<file path="src/rtl/gb_cpu_interrupt_ctrl_if.sv">
// ----------------------------------------------------------------------------
// gb_cpu_interrupt_ctrl_if
//   CPU data-bus view seen by the interrupt controller.
//
//   Signals:
//     bus_addr   16  address presented by the CPU
//     bus_wdata   8  write data
//     bus_wren    1  write strobe
//     bus_rdata   8  read data returned by the controller
//
//   Handshake: there is no valid/ready pair on this bus. A write is a
//   single-cycle strobe: when bus_wren is high at a clk posedge the write
//   to bus_addr is taken at that edge, unconditionally, with no
//   backpressure. Reads are combinational: bus_rdata follows bus_addr in
//   the same cycle and reflects register contents before any write
//   landing at the coming edge.
//
//   Modports:
//     master  CPU side (drives address/data/strobe, receives read data)
//     slave   controller side
// ----------------------------------------------------------------------------
interface gb_cpu_interrupt_ctrl_if;
  logic [15:0] bus_addr;
  logic [7:0]  bus_wdata;
  logic        bus_wren;
  logic [7:0]  bus_rdata;

  modport master (
    output bus_addr,
    output bus_wdata,
    output bus_wren,
    input  bus_rdata
  );

  modport slave (
    input  bus_addr,
    input  bus_wdata,
    input  bus_wren,
    output bus_rdata
  );
endinterface

</file>
<file path="src/rtl/gb_cpu_interrupt_ctrl.sv">
// ----------------------------------------------------------------------------
// gb_cpu_interrupt_ctrl
//   Game Boy CPU interrupt controller. Holds IE (0xFFFF) and IF (0xFF0F),
//   edge-detects the peripheral request lines, manages IME including the
//   one-instruction EI delay, and sequences the 5 M-cycle dispatch
//   (D1..D5). One clk posedge is one M-cycle.
//
//   Ports:
//     clk                     machine clock
//     reset                   synchronous, active-high
//     irq_in[NUM_IRQ]         peripheral request levels (rising edge sets IF)
//     bus                     CPU data bus (slave modport)
//     cmd_ei/cmd_di/cmd_reti  1-cycle pulses from the instruction decoder
//     instr_boundary          last M-cycle of the current instruction
//     ime                     interrupt master enable
//     halt_wake               |(IE & IF), independent of IME
//     dispatch_active         high in D1..D5
//     push_pc_hi              high in D3 (PC_H pushed)
//     push_pc_lo              high in D4 (PC_L pushed)
//     write_interrupt_vector  high in D5 only
//     interrupt_vector        vector valid in D5, 8'h00 otherwise
//     dbg_state               current dispatch FSM state
// ----------------------------------------------------------------------------
module gb_cpu_interrupt_ctrl #(
  parameter int         NUM_IRQ     = 5,
  parameter logic [7:0] VECTOR_BASE = 8'h40
) (
  input  logic               clk,
  input  logic               reset,
  input  logic [NUM_IRQ-1:0] irq_in,
  gb_cpu_interrupt_ctrl_if.slave bus,
  input  logic               cmd_ei,
  input  logic               cmd_di,
  input  logic               cmd_reti,
  input  logic               instr_boundary,
  output logic               ime,
  output logic               halt_wake,
  output logic               dispatch_active,
  output logic               push_pc_hi,
  output logic               push_pc_lo,
  output logic               write_interrupt_vector,
  output logic [7:0]         interrupt_vector,
  output logic [2:0]         dbg_state
);

  localparam logic [15:0] ADDR_IF = 16'hFF0F;
  localparam logic [15:0] ADDR_IE = 16'hFFFF;

  typedef enum logic [2:0] {
    ST_IDLE = 3'd0,
    ST_D1   = 3'd1,
    ST_D2   = 3'd2,
    ST_D3   = 3'd3,
    ST_D4   = 3'd4,
    ST_D5   = 3'd5
  } state_t;

  state_t             state;
  logic [7:0]         ie_q;
  logic [NUM_IRQ-1:0] if_q;
  logic [NUM_IRQ-1:0] irq_prev;
  logic               ei_delay;
  logic [NUM_IRQ-1:0] clr_mask;
  logic [7:0]         vector_q;

  // --------------------------------------------------------------------------
  // Bus decode and combinational read-back
  // --------------------------------------------------------------------------
  logic wr_if;
  logic wr_ie;

  assign wr_if = bus.bus_wren && (bus.bus_addr == ADDR_IF);
  assign wr_ie = bus.bus_wren && (bus.bus_addr == ADDR_IE);

  always_comb begin
    bus.bus_rdata = 8'h00;
    if (bus.bus_addr == ADDR_IF)
      bus.bus_rdata = {{(8-NUM_IRQ){1'b1}}, if_q};
    else if (bus.bus_addr == ADDR_IE)
      bus.bus_rdata = ie_q;
  end

  // --------------------------------------------------------------------------
  // Request edge detection and IF next value
  // --------------------------------------------------------------------------
  logic [NUM_IRQ-1:0] irq_edge;
  logic [NUM_IRQ-1:0] if_written;
  logic [NUM_IRQ-1:0] if_next;

  assign irq_edge   = irq_in & ~irq_prev;
  assign if_written = wr_if ? bus.bus_wdata[NUM_IRQ-1:0] : if_q;
  // The OR with irq_edge comes last so a fresh request survives both a
  // same-cycle bus write and the dispatch clear at the end of D5.
  assign if_next    = (if_written & ~((state == ST_D5) ? clr_mask : {NUM_IRQ{1'b0}}))
                    | irq_edge;

  // --------------------------------------------------------------------------
  // Pending / wake / effective IME
  // --------------------------------------------------------------------------
  logic pending;
  logic ime_eff;
  logic enter_d1;

  assign pending   = |(ie_q[NUM_IRQ-1:0] & if_q);
  assign halt_wake = pending;
  // EI's delay has elapsed once a boundary is reached without another EI
  // in flight; ime_eff lets that boundary dispatch without waiting for the
  // IME register to catch up.
  assign ime_eff   = ime | (ei_delay & ~cmd_ei);
  assign enter_d1  = (state == ST_IDLE) && instr_boundary && ime_eff && pending && !cmd_di;

  // --------------------------------------------------------------------------
  // D4 priority resolution. Uses IE/IF as they stand in D4 including a bus
  // write made in that same cycle, so a push onto 0xFFFF can cancel.
  // --------------------------------------------------------------------------
  logic [7:0]         res_ie;
  logic [NUM_IRQ-1:0] res_req;
  logic               res_found;
  logic [7:0]         res_idx;
  logic [NUM_IRQ-1:0] res_mask;
  logic [7:0]         res_vector;

  assign res_ie  = wr_ie ? bus.bus_wdata : ie_q;
  assign res_req = res_ie[NUM_IRQ-1:0] & if_written;

  always_comb begin
    res_found = 1'b0;
    res_idx   = 8'h00;
    res_mask  = {NUM_IRQ{1'b0}};
    // Scan downward so the lowest set index is the one left standing.
    for (int i = NUM_IRQ - 1; i >= 0; i--) begin
      if (res_req[i]) begin
        res_found   = 1'b1;
        res_idx     = 8'(i);
        res_mask    = {NUM_IRQ{1'b0}};
        res_mask[i] = 1'b1;
      end
    end
    res_vector = res_found ? (VECTOR_BASE + (res_idx << 3)) : 8'h00;
  end

  // --------------------------------------------------------------------------
  // Registers: IE, IF, request history
  // --------------------------------------------------------------------------
  always_ff @(posedge clk) begin
    if (reset) begin
      ie_q     <= 8'h00;
      if_q     <= {{(NUM_IRQ-1){1'b0}}, 1'b1};
      irq_prev <= {NUM_IRQ{1'b0}};
    end else begin
      irq_prev <= irq_in;
      if_q     <= if_next;
      if (wr_ie)
        ie_q <= bus.bus_wdata;
    end
  end

  // --------------------------------------------------------------------------
  // IME / EI delay. Priority: DI > dispatch entry > RETI > EI > boundary
  // promotion of a pending EI. RETI/EI/boundary are ignored mid-dispatch.
  // --------------------------------------------------------------------------
  always_ff @(posedge clk) begin
    if (reset) begin
      ime      <= 1'b0;
      ei_delay <= 1'b0;
    end else if (cmd_di) begin
      ime      <= 1'b0;
      ei_delay <= 1'b0;
    end else if (enter_d1) begin
      ime      <= 1'b0;
      ei_delay <= 1'b0;
    end else if (!dispatch_active) begin
      if (cmd_reti) begin
        ime <= 1'b1;
        if (instr_boundary)
          ei_delay <= 1'b0;
      end else if (cmd_ei) begin
        ei_delay <= 1'b1;
      end else if (instr_boundary && ei_delay) begin
        ime      <= 1'b1;
        ei_delay <= 1'b0;
      end
    end
  end

  // --------------------------------------------------------------------------
  // Dispatch FSM with registered strobes: each strobe is set on the edge
  // entering its state and dropped on the edge leaving it.
  // --------------------------------------------------------------------------
  always_ff @(posedge clk) begin
    if (reset) begin
      state                  <= ST_IDLE;
      dispatch_active        <= 1'b0;
      push_pc_hi             <= 1'b0;
      push_pc_lo             <= 1'b0;
      write_interrupt_vector <= 1'b0;
      vector_q               <= 8'h00;
      clr_mask               <= {NUM_IRQ{1'b0}};
    end else begin
      case (state)
        ST_IDLE: begin
          if (enter_d1) begin
            state           <= ST_D1;
            dispatch_active <= 1'b1;
          end
        end
        ST_D1: state <= ST_D2;
        ST_D2: begin
          state      <= ST_D3;
          push_pc_hi <= 1'b1;
        end
        ST_D3: begin
          state      <= ST_D4;
          push_pc_hi <= 1'b0;
          push_pc_lo <= 1'b1;
        end
        ST_D4: begin
          state                  <= ST_D5;
          push_pc_lo             <= 1'b0;
          write_interrupt_vector <= 1'b1;
          vector_q               <= res_vector;
          clr_mask               <= res_mask;
        end
        ST_D5: begin
          state                  <= ST_IDLE;
          dispatch_active        <= 1'b0;
          write_interrupt_vector <= 1'b0;
          vector_q               <= 8'h00;
          clr_mask               <= {NUM_IRQ{1'b0}};
        end
        default: begin
          state                  <= ST_IDLE;
          dispatch_active        <= 1'b0;
          push_pc_hi             <= 1'b0;
          push_pc_lo             <= 1'b0;
          write_interrupt_vector <= 1'b0;
          vector_q               <= 8'h00;
          clr_mask               <= {NUM_IRQ{1'b0}};
        end
      endcase
    end
  end

  assign interrupt_vector = vector_q;
  assign dbg_state        = state;

endmodule
</file>
<file path="src/flat_wrapper.sv">
// flat-port wrapper written by rule: the top's interface ports become plain ports
module gb_cpu_interrupt_ctrl_flat 
#(
  parameter int         NUM_IRQ     = 5,
  parameter logic [7:0] VECTOR_BASE = 8'h40
)
  (clk, reset, irq_in, cmd_ei, cmd_di, cmd_reti, instr_boundary, ime, halt_wake, dispatch_active, push_pc_hi, push_pc_lo, write_interrupt_vector, interrupt_vector, dbg_state, bus_bus_addr, bus_bus_wdata, bus_bus_wren, bus_bus_rdata);
  gb_cpu_interrupt_ctrl_if bus_i ();
  input  logic clk;
  input  logic reset;
  input  logic [NUM_IRQ-1:0] irq_in;
  input  logic cmd_ei;
  input  logic cmd_di;
  input  logic cmd_reti;
  input  logic instr_boundary;
  output logic ime;
  output logic halt_wake;
  output logic dispatch_active;
  output logic push_pc_hi;
  output logic push_pc_lo;
  output logic write_interrupt_vector;
  output logic [7:0] interrupt_vector;
  output logic [2:0] dbg_state;
  input wire logic [$bits(bus_i.bus_addr)-1:0] bus_bus_addr;
  input wire logic [$bits(bus_i.bus_wdata)-1:0] bus_bus_wdata;
  input wire logic [$bits(bus_i.bus_wren)-1:0] bus_bus_wren;
  output wire logic [$bits(bus_i.bus_rdata)-1:0] bus_bus_rdata;
  assign bus_i.bus_addr = bus_bus_addr;
  assign bus_i.bus_wdata = bus_bus_wdata;
  assign bus_i.bus_wren = bus_bus_wren;
  assign bus_bus_rdata = bus_i.bus_rdata;
  gb_cpu_interrupt_ctrl #(.NUM_IRQ(NUM_IRQ), .VECTOR_BASE(VECTOR_BASE)) u_core (.clk(clk), .reset(reset), .irq_in(irq_in), .bus(bus_i), .cmd_ei(cmd_ei), .cmd_di(cmd_di), .cmd_reti(cmd_reti), .instr_boundary(instr_boundary), .ime(ime), .halt_wake(halt_wake), .dispatch_active(dispatch_active), .push_pc_hi(push_pc_hi), .push_pc_lo(push_pc_lo), .write_interrupt_vector(write_interrupt_vector), .interrupt_vector(interrupt_vector), .dbg_state(dbg_state));
endmodule
</file>
<file path="config.mk">
export PLATFORM = sky130hd
export DESIGN_NAME = gb_cpu_interrupt_ctrl_flat
export DESIGN_NICKNAME = d
export VERILOG_FILES = /design/src/rtl/gb_cpu_interrupt_ctrl_if.sv /design/src/rtl/gb_cpu_interrupt_ctrl.sv /design/src/flat_wrapper.sv
export SDC_FILE = /design/constraint.sdc
export NUM_CORES = 1
export LEC_CHECK = 0
export BUFFER_PORTS_ARGS = -buffer_cell sky130_fd_sc_hd__buf_4
export CAP_MARGIN = 5
export CORE_UTILIZATION = 54
export DETAILED_ROUTE_END_ITERATION = 8
export PLACE_DENSITY = 0.87
export SYNTH_ARGS = -nofsm -noshare
export SYNTH_HDL_FRONTEND = slang
export SYNTH_SLANG_ARGS = --single-unit
export TNS_END_PERCENT = 5
</file>
<file path="constraint.sdc">
create_clock -name clk -period 4.05 [get_ports clk]
set_clock_uncertainty 0.15 [all_clocks]
set_input_delay 0.6075 -clock clk [delete_from_list [all_inputs] [get_ports clk]]
set_output_delay 0.6075 -clock clk [all_outputs]
set_load 0.01 [all_outputs]
</file>
# --- Yosys cells after proc, flatten, opt, wreduce, memory -nomap -nowiden ---
# Cells that the tools add are included.
totals:
  ff_bits: 40
  latchBits: 0
  ram_bits: 0
  mem_bits_ro: 0
  inputBits: 36
  out_inout_bits: 25
  wordCells: 93
  mem_count: 0
classes:
  addsub: 1
  multipliers: 0
  n_div: 0
  magnitude_cmp: 0
  n_eq_ne: 10
  shift: 0
  mux: 37
  bitwise_logic: 12
  n_reduce_logical: 20
ops:
  columns: ["op", "n"]
  rows:
  - ["5-bit 2-to-1 mux", 8]
  - ["16-bit == test (second input constant)", 2]
  - ["8-bit 2-to-1 mux", 3]
  - ["5-bit bitwise AND", 4]
  - ["3-bit 2-to-1 mux", 6]
  - ["8-bit case mux with 2 select lines", 1]
  - ["4-bit OR reduction", 4]
  - ["3-bit case mux with 5 select lines", 1]
  - ["1-bit 2-to-1 mux", 13]
  - ["5-bit NOT", 2]
  - ["5-bit case mux with 2 select lines", 1]
  - ["7-bit by 6-bit adder with 8-bit output (first input constant)", 1]
  - ["1-bit case mux with 2 select lines", 4]
  - ["1-bit logical AND", 7]
  - ["3-bit by 2-bit == test with 1-bit output (second input constant)", 2]
  - ["3-bit == test (second input constant)", 2]
  - ["2-bit by 1-bit != test with 1-bit output (second input constant)", 3]
  - ["3-bit AND reduction", 2]
  - ["5-bit OR", 1]
  - ["5-bit OR reduction", 1]
  - ["3-bit by 1-bit == test with 1-bit output (second input constant)", 1]
  - ["3-bit zero test", 1]
  - ["1-bit NOT", 3]
  - ["3-bit nonzero test", 1]
  - ["other kinds (6)", 6]

# --- Depth between registers and ports, before layout ---
# Gate-level depths: netlist (run 1).
logic_depth:
  word_depth: 12
  mapped_depth: 8
  depth_no_buf: 6

# --- Least setup slack after synthesis (run 1) ---
# Ideal clock, no wire load.
synth_timing:
  kind: "input to register"
  startpoint: "input port bus_bus_addr[2]"
  endpoint: "register u_core.vector_q[6], in the netlist u_core.interrupt_vector[6]"
  t_arrival_ns: 2.144
  required_ns: 3.759
  slack_ns: 1.614
  stages: 7
  path_buffers: 1
  path_cell_list: "nand4_1 > or4_4 > buf_6 > a21o_1 > a32oi_4 > and4_1 > a221oi_1"
synth_via:
  elab_chain_len: 12
synth_lines:
  columns: ["element", "line_no", "rtl"]
  rows:
  - ["start: declaration", "flat_wrapper.sv:24", "input wire logic [$bits(bus_i.bus_addr)-1:0] bus_bus_addr;"]
  - ["16-bit == test (on tied branches)", "gb_cpu_interrupt_ctrl.sv:73, gb_cpu_interrupt_ctrl.sv:72", null]
  - ["1-bit logical AND (on tied branches)", "gb_cpu_interrupt_ctrl.sv:73, gb_cpu_interrupt_ctrl.sv:72", null]
  - ["5-bit 2-to-1 mux (on tied branches)", "gb_cpu_interrupt_ctrl.sv:123, gb_cpu_interrupt_ctrl.sv:91", null]
  - ["5-bit bitwise AND (*)", "gb_cpu_interrupt_ctrl.sv:124", "assign res_req = res_ie[NUM_IRQ-1:0] & if_written;"]
  - ["3-bit 2-to-1 mux (5 in a row)", "gb_cpu_interrupt_ctrl.sv:132", "if (res_req[i]) begin"]
  - ["7-bit by 6-bit adder with 8-bit output", "gb_cpu_interrupt_ctrl.sv:139", "res_vector = res_found ? (VECTOR_BASE + (res_idx << 3)) : 8'h00;"]
  - ["8-bit 2-to-1 mux (*)", "gb_cpu_interrupt_ctrl.sv:139", null]
  - ["8-bit case mux with 2 select lines (*)", "gb_cpu_interrupt_ctrl.sv:200", "case (state)"]
  - ["end signal: assignment", "gb_cpu_interrupt_ctrl.sv:221", "vector_q <= res_vector;"]
  - ["end: declaration", "gb_cpu_interrupt_ctrl.sv:64", "logic [7:0] vector_q;"]
# Mark *: on every way between the ends. The rest lies on a longest branch, timed or not.
# A chain may end at the register's enable or synchronous reset.

# --- Final worst setup path (run 1) ---
layout_timing:
  startpoint: "input port bus_bus_addr[6]"
  endpoint: "output port bus_bus_rdata[4]"
layout_via:
  elab_chain_len: 3
layout_lines:
  columns: ["element", "line_no", "rtl"]
  rows:
  - ["16-bit == test", "gb_cpu_interrupt_ctrl.sv:79", "else if (bus.bus_addr == ADDR_IE)"]
  - ["8-bit 2-to-1 mux", "gb_cpu_interrupt_ctrl.sv:79", null]
  - ["8-bit 2-to-1 mux (*)", "gb_cpu_interrupt_ctrl.sv:77", "if (bus.bus_addr == ADDR_IF)"]
  - ["end: declaration", "flat_wrapper.sv:27", "output wire logic [$bits(bus_i.bus_rdata)-1:0] bus_bus_rdata;"]
# Marks and branches as above.

==> flow_summary.json, run 1 <==
{
  "final_cell_mix": "57 x buf_4, 36 x dfxtp_1, 31 x nor2_1",
  "post_cts_buffers": 0,
  "antenna_found_initial": 0,
  "post_drt_wl_per_cell_um": 14.2,
  "drive_gt1_share_pct": 29.4,
  "postRouteAntennaNets": 0,
  "min_path_type": "in2reg",
  "port_buffers": 56,
  "setup_viol": 0,
  "critPathLaunchType": "primary input",
  "final_net_count": 291,
  "totalWireLength_um": 4230,
  "area_growth_pct": 25.3,
  "cts_tree": "yes",
  "syn-mean-instance-area_um2": 8.83,
  "place_congestion": 0.872,
  "status": "complete, no violations",
  "slew_headroom_pct": 54.3,
  "cpPeakStageDelay_ns": 0.54,
  "synth_cell_types": 49,
  "dp_hpwl_um": 3010,
  "post_cts_resized": 0,
  "p_leak_nw": 0.869,
  "crit_arrival_ns": 1.72,
  "rsz0062_at_grt": "false",
  "via_count": 1719,
  "synth_top_family_by_area": "compound AO/OA/AOI/OAI gates",
  "grt_pass1_wl_um": 6720,
  "powerDensity_nw_per_um2": 279,
  "slew_violations": 0,
  "initial_utilization_pct": 58.1,
  "cp_common_cell": "buf_4",
  "synth_xor_area_share_pct": 0.482,
  "synthMuxAreaShare_pct": 4.96,
  "min_period_over_period_pct": 61.1,
  "clk_pin_slew_ns": 0.10,
  "final.setup.tns_ns": 0,
  "fp.dieH_um": 60.0,
  "boundaryPins": 61,
  "grt_pass1_vias": 1477,
  "core_area_um2": 3130,
  "syn-cell-area_um2": 1820,
  "root_buffer": "clkbuf_4",
  "yosysWarnings": 0,
  "path_buf_inv": 2,
  "grt_usage_pct": 25.4,
  "period_needed_ns": 2.48,
  "path_class": "in2out",
  "htree_levels": 2,
  "fin_total_pwr_mw": 0.636,
  "ys_seq_area_share_pct": 39.6,
  "grt_start_max_net_pins": 37,
  "cts.sink_count": 36,
  "synth-compound-area-share_pct": 25.0,
  "finalHoldViolations": 0,
  "cpLargestDelayFamily": "simple AND/OR/NAND/NOR gates",
  "final_common_cell": "buf_4",
  "required_ns": 3.29,
  "die_w_um": 60.0,
  "synthSimpleGateAreaFrac_pct": 23.3,
  "ys_seq_elements": 36,
  "syn_inst": 206,
  "cts_max_path_buffers": 2,
  "cts_hold_buffers": 0,
  "die_area_um2": 3600,
  "num_rows": 20,
  "synth-adder-area-share_pct": 0,
  "tightest_slew_ns": 0.684,
  "maxCapViolCount": 0,
  "insertion_delay_ns": 0.34,
  "antenna_cells": 0,
  "dr.pass1.iters": 4,
  "drc": 0,
  "drtIter0Drc": 93,
  "irDropWorstVdd_mv": 0.231,
  "fin_hold_ws_ns": 0.294,
  "crit_path_cell_trace": "buf_4 -> nor4_4 -> a22oi_1 -> nor2_1 -> buf_4",
  "path_max_fanout": 10,
  "overflow": 0,
  "worstSetupEndpointType": "output port",
  "crit_slowest_cell": "nor4_4",
  "cts_buffers": 5,
  "fmax_mhz": 404,
  "viasPerCell": 5.75
}
==> cell usage after synthesis, drive strengths merged <==
cell type	count	area share, %
nand4	5	1.7
nand3	1	0.28
a32oi	3	2.5
a21oi	18	5.0
a31oi	1	1.2
a311oi	1	0.83
o221a	2	1.7
nand2	13	2.7
clkbuf	10	2.1
o2bb2ai	1	0.48
nor3b	3	1.2
conb	1	0.21
a222oi	1	0.55
nor2b	9	3.1
dfxtp	36	40
nor3	2	0.55
o211ai	3	1.2
nor2	32	6.7
o221ai	1	0.48
and2	1	0.34
a221oi	1	0.48
nand2b	6	2.1
or3	1	0.34
or4	2	1.0
a22oi	8	3.3
mux2i	9	5.0
o21ai	2	0.55
o21bai	4	1.9
buf	8	3.4
or2	1	0.34
o2111a	1	0.62
a211o	1	0.48
a21o	1	0.41
a2111oi	1	0.48
a32o	2	1.2
and4	2	0.96
nor4	3	1.9
inv	5	1.0
xnor2	1	0.48
a221o	3	1.7
==> through the flow <==
stage	utilization (%)	instance area [µm²]	instances	setup slack [ns]
2_1_floorplan	-	1830	209	1.61
6_report	72.8	2280	299	1.57
3_5_place_dp	70.8	2210	292	1.42
3_3_place_gp	70.8	2210	292	1.44
4_1_cts	72.8	2280	299	1.58
5_1_grt	72.8	2280	299	1.44
==> cell families after synthesis <==
group,count (synthesis)
XOR/XNOR,1
other,1
buffers and inverters,23
multiplexers,9
flip-flops,36
AND/OR/NAND/NOR,81
AO/OA/AOI/OAI,55
==> routing by layer <==
| layer | GRT usage [%] | wire length (µm) | up-vias |
|---|---|---|---|
| met2 | 39.0 | 1950 | 58 |
| met4 | 8.31 | 50 | 0 |
| met1 | 34.3 | 1980 | 813 |
| li1 | - | - | 841 |
| met3 | 6.93 | 253 | 7 |
| met5 | 0 | 0 | - |
==> power by group <==
part	internal [mW]	switching, mW	total, mW	leakage (nW)
clock	0.0984	0.112	0.211	0.0374
sequential	0.360	0.00523	0.366	0.293
combinational	0.0325	0.0272	0.0597	0.539
total	0.491	0.145	0.636	0.869
==> flip-flops by register name (all words and copies together) (netlist names) <==
register	flops
u_core.clr_mask	5
u_core.dbg_state	3
u_core.dispatch_active	1
u_core.ei_delay	1
u_core.ie_q	8
u_core.if_q	5
u_core.ime	1
u_core.interrupt_vector	4
u_core.irq_prev	5
u_core.push_pc_hi	1
u_core.push_pc_lo	1
u_core.write_interrupt_vector	1
==> layout make-up <==
type                       instances  area [µm²]
fill                             254         850
clock buffer                       7        65.1
multi-input combinational        150         991
tap                               44        55.1
timing repair buffer              57         428
inverter                           5        18.8
sequential                        36         721
==> path summary, 6_finish.rpt <==
path | end | depth (start not counted) | start | slack, ns
hold / removal | u_core.ime | 2 | cmd_di | 0.29
hold reg to reg | u_core.write_interrupt_vector | 2 | u_core.write_interrupt_vector | 0.32
setup reg to reg | u_core.if_q[0] | 4 | u_core.dbg_state[2] | 1.86
setup / recovery | bus_bus_rdata[4] | 5 | bus_bus_addr[6] | 1.57
Note: power is estimated with default switching activity, not from simulation.
==> run 2: changes to the inputs <==
- ABC_AREA: unset -> 1
- CORE_UTILIZATION: 54 -> 50
- PLACE_DENSITY: 0.87 -> 0.81
- clock period: 4.05 -> 2.4 ns (I/O delays scaled with it)
==> flow_summary.json, run 2 <==
{
  "dp.cells": 350,
  "synth_cell_types": 34,
  "yosys.area.top_type": "dfxtp_1",
  "fillers": 315,
  "finalNonFillerCells": 357,
  "place_ws_ns": 0.324,
  "path_max_fanout": 9,
  "die_w_um": 62.3,
  "root_buffer": "clkbuf_4",
  "ys_seq_area_share_pct": 39.6,
  "netlist_top_cells_area": "dfxtp_1 40%, nand2_1 12%, inv_1 7.0%, nor2_1 6.4%, nand3_1 3.6%",
  "final_common_cell": "nand2_1",
  "cts.sink_count": 36,
  "path_buf_inv": 3,
  "critical_path_depth": 8,
  "initial_utilization_pct": 53.3,
  "yosys-top-cells-count": "58 x nand2_1, 36 x dfxtp_1, 34 x inv_1, 31 x nor2_1, 13 x nand3_1",
  "worstSetupEndpointType": "output port",
  "fmax_mhz": 483,
  "r2r_setup_slack_ns": 0.70,
  "num_rows": 21,
  "cts_max_path_buffers": 2,
  "cpPeakStageDelay_ns": 0.33,
  "crit_end": "bus_bus_rdata[3]",
  "largest-register": "u_core.ie_q",
  "powerDensity_nw_per_um2": 469,
  "rsz0062_at_grt": "false",
  "worstRegToRegCells": 6,
  "final_cell_mix": "58 x nand2_1, 56 x buf_4, 36 x dfxtp_1",
  "min_path_type": "in2reg",
  "slew_violations": 0,
  "final_net_count": 347,
  "path_class": "in2out",
  "status": "complete, no violations",
  "grt_usage_pct": 23.8,
  "synth_top_area_share_pct": 39.6,
  "min_period_over_period_pct": 86.3,
  "port_buffers": 56,
  "viasPerCell": 4.97,
  "syn-cell-area_um2": 1820,
  "grt_start_max_net_pins": 30,
  "overflow": 0,
  "period_needed_ns": 2.07,
  "r2r-start": "u_core.dbg_state[2]",
  "dpl_cell_area_um2": 2260,
  "cpLargestDelayFamily": "simple AND/OR/NAND/NOR gates",
  "postRouteAntennaNets": 0,
  "critPathLaunchType": "primary input",
  "crit_path_cell_trace": "buf_4 -> nand2_1 -> nor2_1 -> nand2_1 -> nor2_8 -> inv_1 -> o32ai_1 -> buf_4",
  "antenna_found_initial": 0,
  "grt_pass1_wl_um": 7340,
  "yosysMostFrequentCell": "nand2_1",
  "cts_tree": "yes",
  "drc": 0,
  "finalWorstSetupSlack_ns": 0.329,
  "r2r-end": "u_core.clr_mask[4]",
  "stdcell_area_um2": 2310,
  "seqCellArea_um2": 721,
  "syn_inst": 254,
  "synth_ff_type": "dfxtp_1",
  "final.setup.tns_ns": 0,
  "yosysWarnings": 0,
  "drtIter0Drc": 106,
  "syn-mean-instance-area_um2": 7.17,
  "dr.pass1.iters": 4,
  "die_area_um2": 3890,
  "crit_slowest_cell": "o32ai_1",
  "async_flop_share_pct": 0,
  "boundaryPins": 61,
  "post_cts_buffers": 0,
  "insertion_delay_ns": 0.35,
  "finalHoldViolations": 0,
  "crit_arrival_ns": 1.56,
  "synth-edff-count": 0,
  "ys_seq_elements": 36,
  "drive_gt1_share_pct": 28.9,
  "setup_viol": 0,
  "grt_pass1_vias": 1718,
  "cts_buffers": 5,
  "cts_hold_buffers": 0,
  "totalWireLength_um": 4080,
  "required_ns": 1.89,
  "post_cts_resized": 0,
  "irDropWorstVdd_mv": 0.327,
  "post_drt_wl_per_cell_um": 11.4,
  "crit_start": "bus_bus_addr[3]",
  "p_leak_nw": 1.15,
  "core_area_um2": 3420,
  "via_count": 1776,
  "antenna_cells": 0,
  "maxCapViolCount": 0,
  "dp_hpwl_um": 3090,
  "fp.dieH_um": 62.3,
  "clk_pin_slew_ns": 0.10,
  "area_growth_pct": 26.7,
  "htree_levels": 2,
  "place_congestion": 0.903,
  "largest_reg_flops": 8,
  "multi_input_area_um2": 918
}
==> run 2: cell types whose count changed after synthesis, sizes merged, moves of 6 or more <==
cell,delta
a22oi,-8
clkbuf,-7
inv,+32
mux2i,-9
nand2,+57
nand2b,-6
nand3,+14
nor2b,-9
o21ai,+10
==> run 2: logic make-up (layout without fill, tap and decap cells) <==
logic type      Yosys count  count (layout)  synth area share (%)
flops                    36              36                  39.6
simple gates            126             126                  33.7
buf+inv                  47             101                  10.6
compound gates           44              44                  15.9
other cells               1               4                 0.206
==> run 2: worst min-delay path by stage <==
stage,start,cells after the start,slack (ns),to
5_1_grt,irq_in[0],3,0.07,u_core.irq_prev[0]
4_1_cts,irq_in[3],3,0.07,u_core.irq_prev[3]
3_5_place_dp,u_core.irq_prev[1],1,0.26,u_core.if_q[1]
3_3_place_gp,u_core.irq_prev[4],1,0.24,u_core.if_q[4]
6_report,irq_in[3],3,0.07,u_core.irq_prev[3]
2_1_floorplan,u_core.irq_prev[4],1,0.24,u_core.if_q[4]
==> run 2: tightest hold or removal path, delay by kind of cell <==
kind	cells	cell delay, ns
buf+inv	2	0.12
simple gates	1	0.07
==> run 2: area by class of cell <==
class,instances,area share [%]
clock buffer,6,1.79
clock inverter,1,0.217
multi-input combinational,174,39.8
inverter,38,6.19
tap,46,2.50
sequential,36,31.3
timing repair buffer,56,18.2
==> run 2: power by group <==
part / total, mW / switching [mW] / leakage, nW / internal, mW
logic: 0.145 / 0.0749 / 0.833 / 0.0698
clock network: 0.305 / 0.197 / 0.0281 / 0.108
registers: 0.632 / 0.0145 / 0.293 / 0.617
total: 1.08 / 0.287 / 1.15 / 0.795
==> run 2: per-stage QoR <==
stage / hold slack [ns] / util (%) / power, mW
after global routing: 0.0729 / 67.5 / 1.14
final: 0.0705 / 67.5 / 1.08
after floorplan: 0.238 / - / 0.721
after CTS: 0.0671 / 67.5 / 1.09
after detailed placement: 0.257 / 66.2 / 0.790
after global placement: 0.244 / 66.2 / 0.787
==> run 2: routing by layer <==
layer  track usage, %  up-vias  routed length [µm]
met1             28.1      782                1820
li1                 -      921                   -
met2             39.1       64                1860
met4             12.8        0                 109
met5                0        -                   0
met3             6.25        9                 287
==> run 3: changes to the inputs <==
--- a/config.mk
+++ b/config.mk
@@ -11,5 +11,6 @@
 export CORE_UTILIZATION = 50
 export DETAILED_ROUTE_END_ITERATION = 8
-export PLACE_DENSITY = 0.81
+export PLACE_DENSITY = 0.78
+export SETUP_SLACK_MARGIN = 0.15
 export SYNTH_ARGS = -nofsm -noshare
 export SYNTH_HDL_FRONTEND = slang
==> constraint.sdc (replaced) <==
create_clock -name clk -period 2.4 [get_ports clk]
set_clock_uncertainty 0.15 [all_clocks]
set_input_delay 0.48 -clock clk [delete_from_list [all_inputs] [get_ports clk]]
set_output_delay 0.48 -clock clk [all_outputs]
set_load 0.01 [all_outputs]
==> flow_summary.json, run 3 (synthesis gave the netlist of run 2 again) <==
{
  "cpLargestDelayFamily": "simple AND/OR/NAND/NOR gates",
  "multi_input_area_um2": 918,
  "antenna_cells": 0,
  "grt_start_max_net_pins": 30,
  "slew_violations": 0,
  "powerDensity_nw_per_um2": 480,
  "die_area_um2": 3890,
  "irDropWorstVdd_mv": 0.365,
  "fin_util_pct": 68.6,
  "path_class": "in2out",
  "setup_viol": 0,
  "drtIter0Drc": 66,
  "p_clk_share_pct": 31.1,
  "min_period_over_period_pct": 92.0,
  "initial_utilization_pct": 53.3,
  "cpPeakStageDelay_ns": 0.21,
  "crit_path_cell_trace": "buf_4 -> nor2_1 -> nand2_2 -> nor2_8 -> nand2_1 -> o22ai_1 -> buf_4",
  "p_comb_share_pct": 12.8,
  "crit_slowest_cell": "o22ai_1",
  "cts_tree": "yes",
  "required_ns": 1.77,
  "via_count": 1801,
  "antenna_found_initial": 0,
  "period_needed_ns": 2.21,
  "path_buf_inv": 2,
  "fp.dieH_um": 62.3,
  "critPathLaunchType": "primary input",
  "post_drt_wl_per_cell_um": 10.8,
  "path_max_fanout": 9,
  "viasPerCell": 4.99,
  "intPower_mw": 0.831,
  "dr.pass1.iters": 4,
  "grt_pass1_vias": 1568,
  "p_leak_nw": 1.17,
  "fillers": 315,
  "dp_hpwl_um": 2950,
  "cts_hold_buffers": 0,
  "crit_arrival_ns": 1.58,
  "dpl_cell_area_um2": 2260,
  "postRouteAntennaNets": 0,
  "power_frac_seq_pct": 56.1,
  "maxCapViolCount": 0,
  "totalWireLength_um": 3900,
  "cp_common_cell": "buf_4",
  "clk_pin_slew_ns": 0.11,
  "p_sw_share_pct": 26.2,
  "die_w_um": 62.3,
  "htree_levels": 2,
  "cts_max_path_buffers": 2,
  "min_path_type": "in2reg",
  "boundaryPins": 61,
  "final_common_cell": "buf_4",
  "num_rows": 21,
  "drive_gt1_share_pct": 29.8,
  "overflow": 0,
  "core_area_um2": 3420,
  "fmax_mhz": 453,
  "final_net_count": 350,
  "largest_reg_flops": 8,
  "worstRegToRegCells": 6,
  "fin_hold_ws_ns": 0.188,
  "hold_path_depth": 3,
  "cts_buffers": 5,
  "finalHoldViolations": 0,
  "largest-register": "u_core.ie_q",
  "seqCellArea_um2": 721,
  "drc": 0,
  "final.setup.tns_ns": 0,
  "cts.sink_count": 36,
  "status": "complete, no violations",
  "p_switching_mw": 0.295,
  "insertion_delay_ns": 0.34,
  "worstSetupEndpointType": "output port",
  "port_buffers": 56,
  "place_congestion": 0.791,
  "critical_path_depth": 7,
  "area_growth_pct": 28.8,
  "final_cell_mix": "59 x buf_4, 58 x nand2_1, 36 x dfxtp_1",
  "rsz0062_at_grt": "true",
  "grt_pass1_wl_um": 6710,
  "stdcell_area_um2": 2340,
  "grt_usage_pct": 21.7,
  "root_buffer": "clkbuf_4"
}
==> run 3: cell count changes in the layout (fill, tap and decap cells not counted), sizes merged <==
cell,change
buf,+3
clkbuf,+1
clkinv,-1
clkinvlp,+1
==> run 3: final timing paths <==
| path | slack (ns) | from | to |
|---|---|---|---|
| hold / removal | 0.19 | irq_in[2] | u_core.irq_prev[2] |
| hold reg to reg | 0.28 | u_core.irq_prev[0] | u_core.if_q[0] |
| setup reg to reg | 0.74 | u_core.dbg_state[2] | u_core.interrupt_vector[4] |
| setup / recovery | 0.19 | bus_bus_addr[5] | bus_bus_rdata[0] |
==> run 3: cell type report <==
type                       count  share of cell area, %
inverter                      38                   6.08
tap                           46                   2.45
clock inverter                 1                  0.320
sequential                    36                   30.7
clock buffer                   7                   2.35
timing repair buffer          59                   18.9
multi-input combinational    174                   39.2
==> run 3: power by group through the flow <==
| stage | Sequential [mW] | Combinational (mW) | Clock (mW) |
|---|---|---|---|
| 2_1_floorplan | 0.647 | 0.0746 | 0 |
| 3_3_place_gp | 0.644 | 0.143 | 0 |
| 3_5_place_dp | 0.645 | 0.144 | 0 |
| 4_1_cts | 0.632 | 0.144 | 0.357 |
| 5_1_grt | 0.635 | 0.162 | 0.384 |
| 6_report | 0.632 | 0.144 | 0.351 |
==> run 3: stage by stage <==
stage	setup slack [ns]	total power [mW]	std cells
2_1_floorplan	0.396	0.721	257
3_3_place_gp	0.218	0.788	350
3_5_place_dp	0.195	0.789	350
4_1_cts	0.186	1.13	358
5_1_grt	0.127	1.18	361
6_report	0.192	1.13	361
==> run 3: tightest hold or removal path: stages <==
cell	delay (ns)
buf_4	0.08
inv_1	0.04
nor2_1	0.06
==> run 3: timing repair <==
item	CTS	global route
buffers inserted	0	3
setup endpoints to repair	0	4
resized for setup	0	0
==> run 3: metal layers <==
layer  up-vias  track usage [%]  routed length, µm  part of all wire, %
met5         -                0                  0                    0
met4         0             10.5                 66                  1.7
met3         7             5.33                280                  7.2
met2        64             34.9               1770                   45
met1       797             27.1               1780                   46
li1        933                -                  -                    -
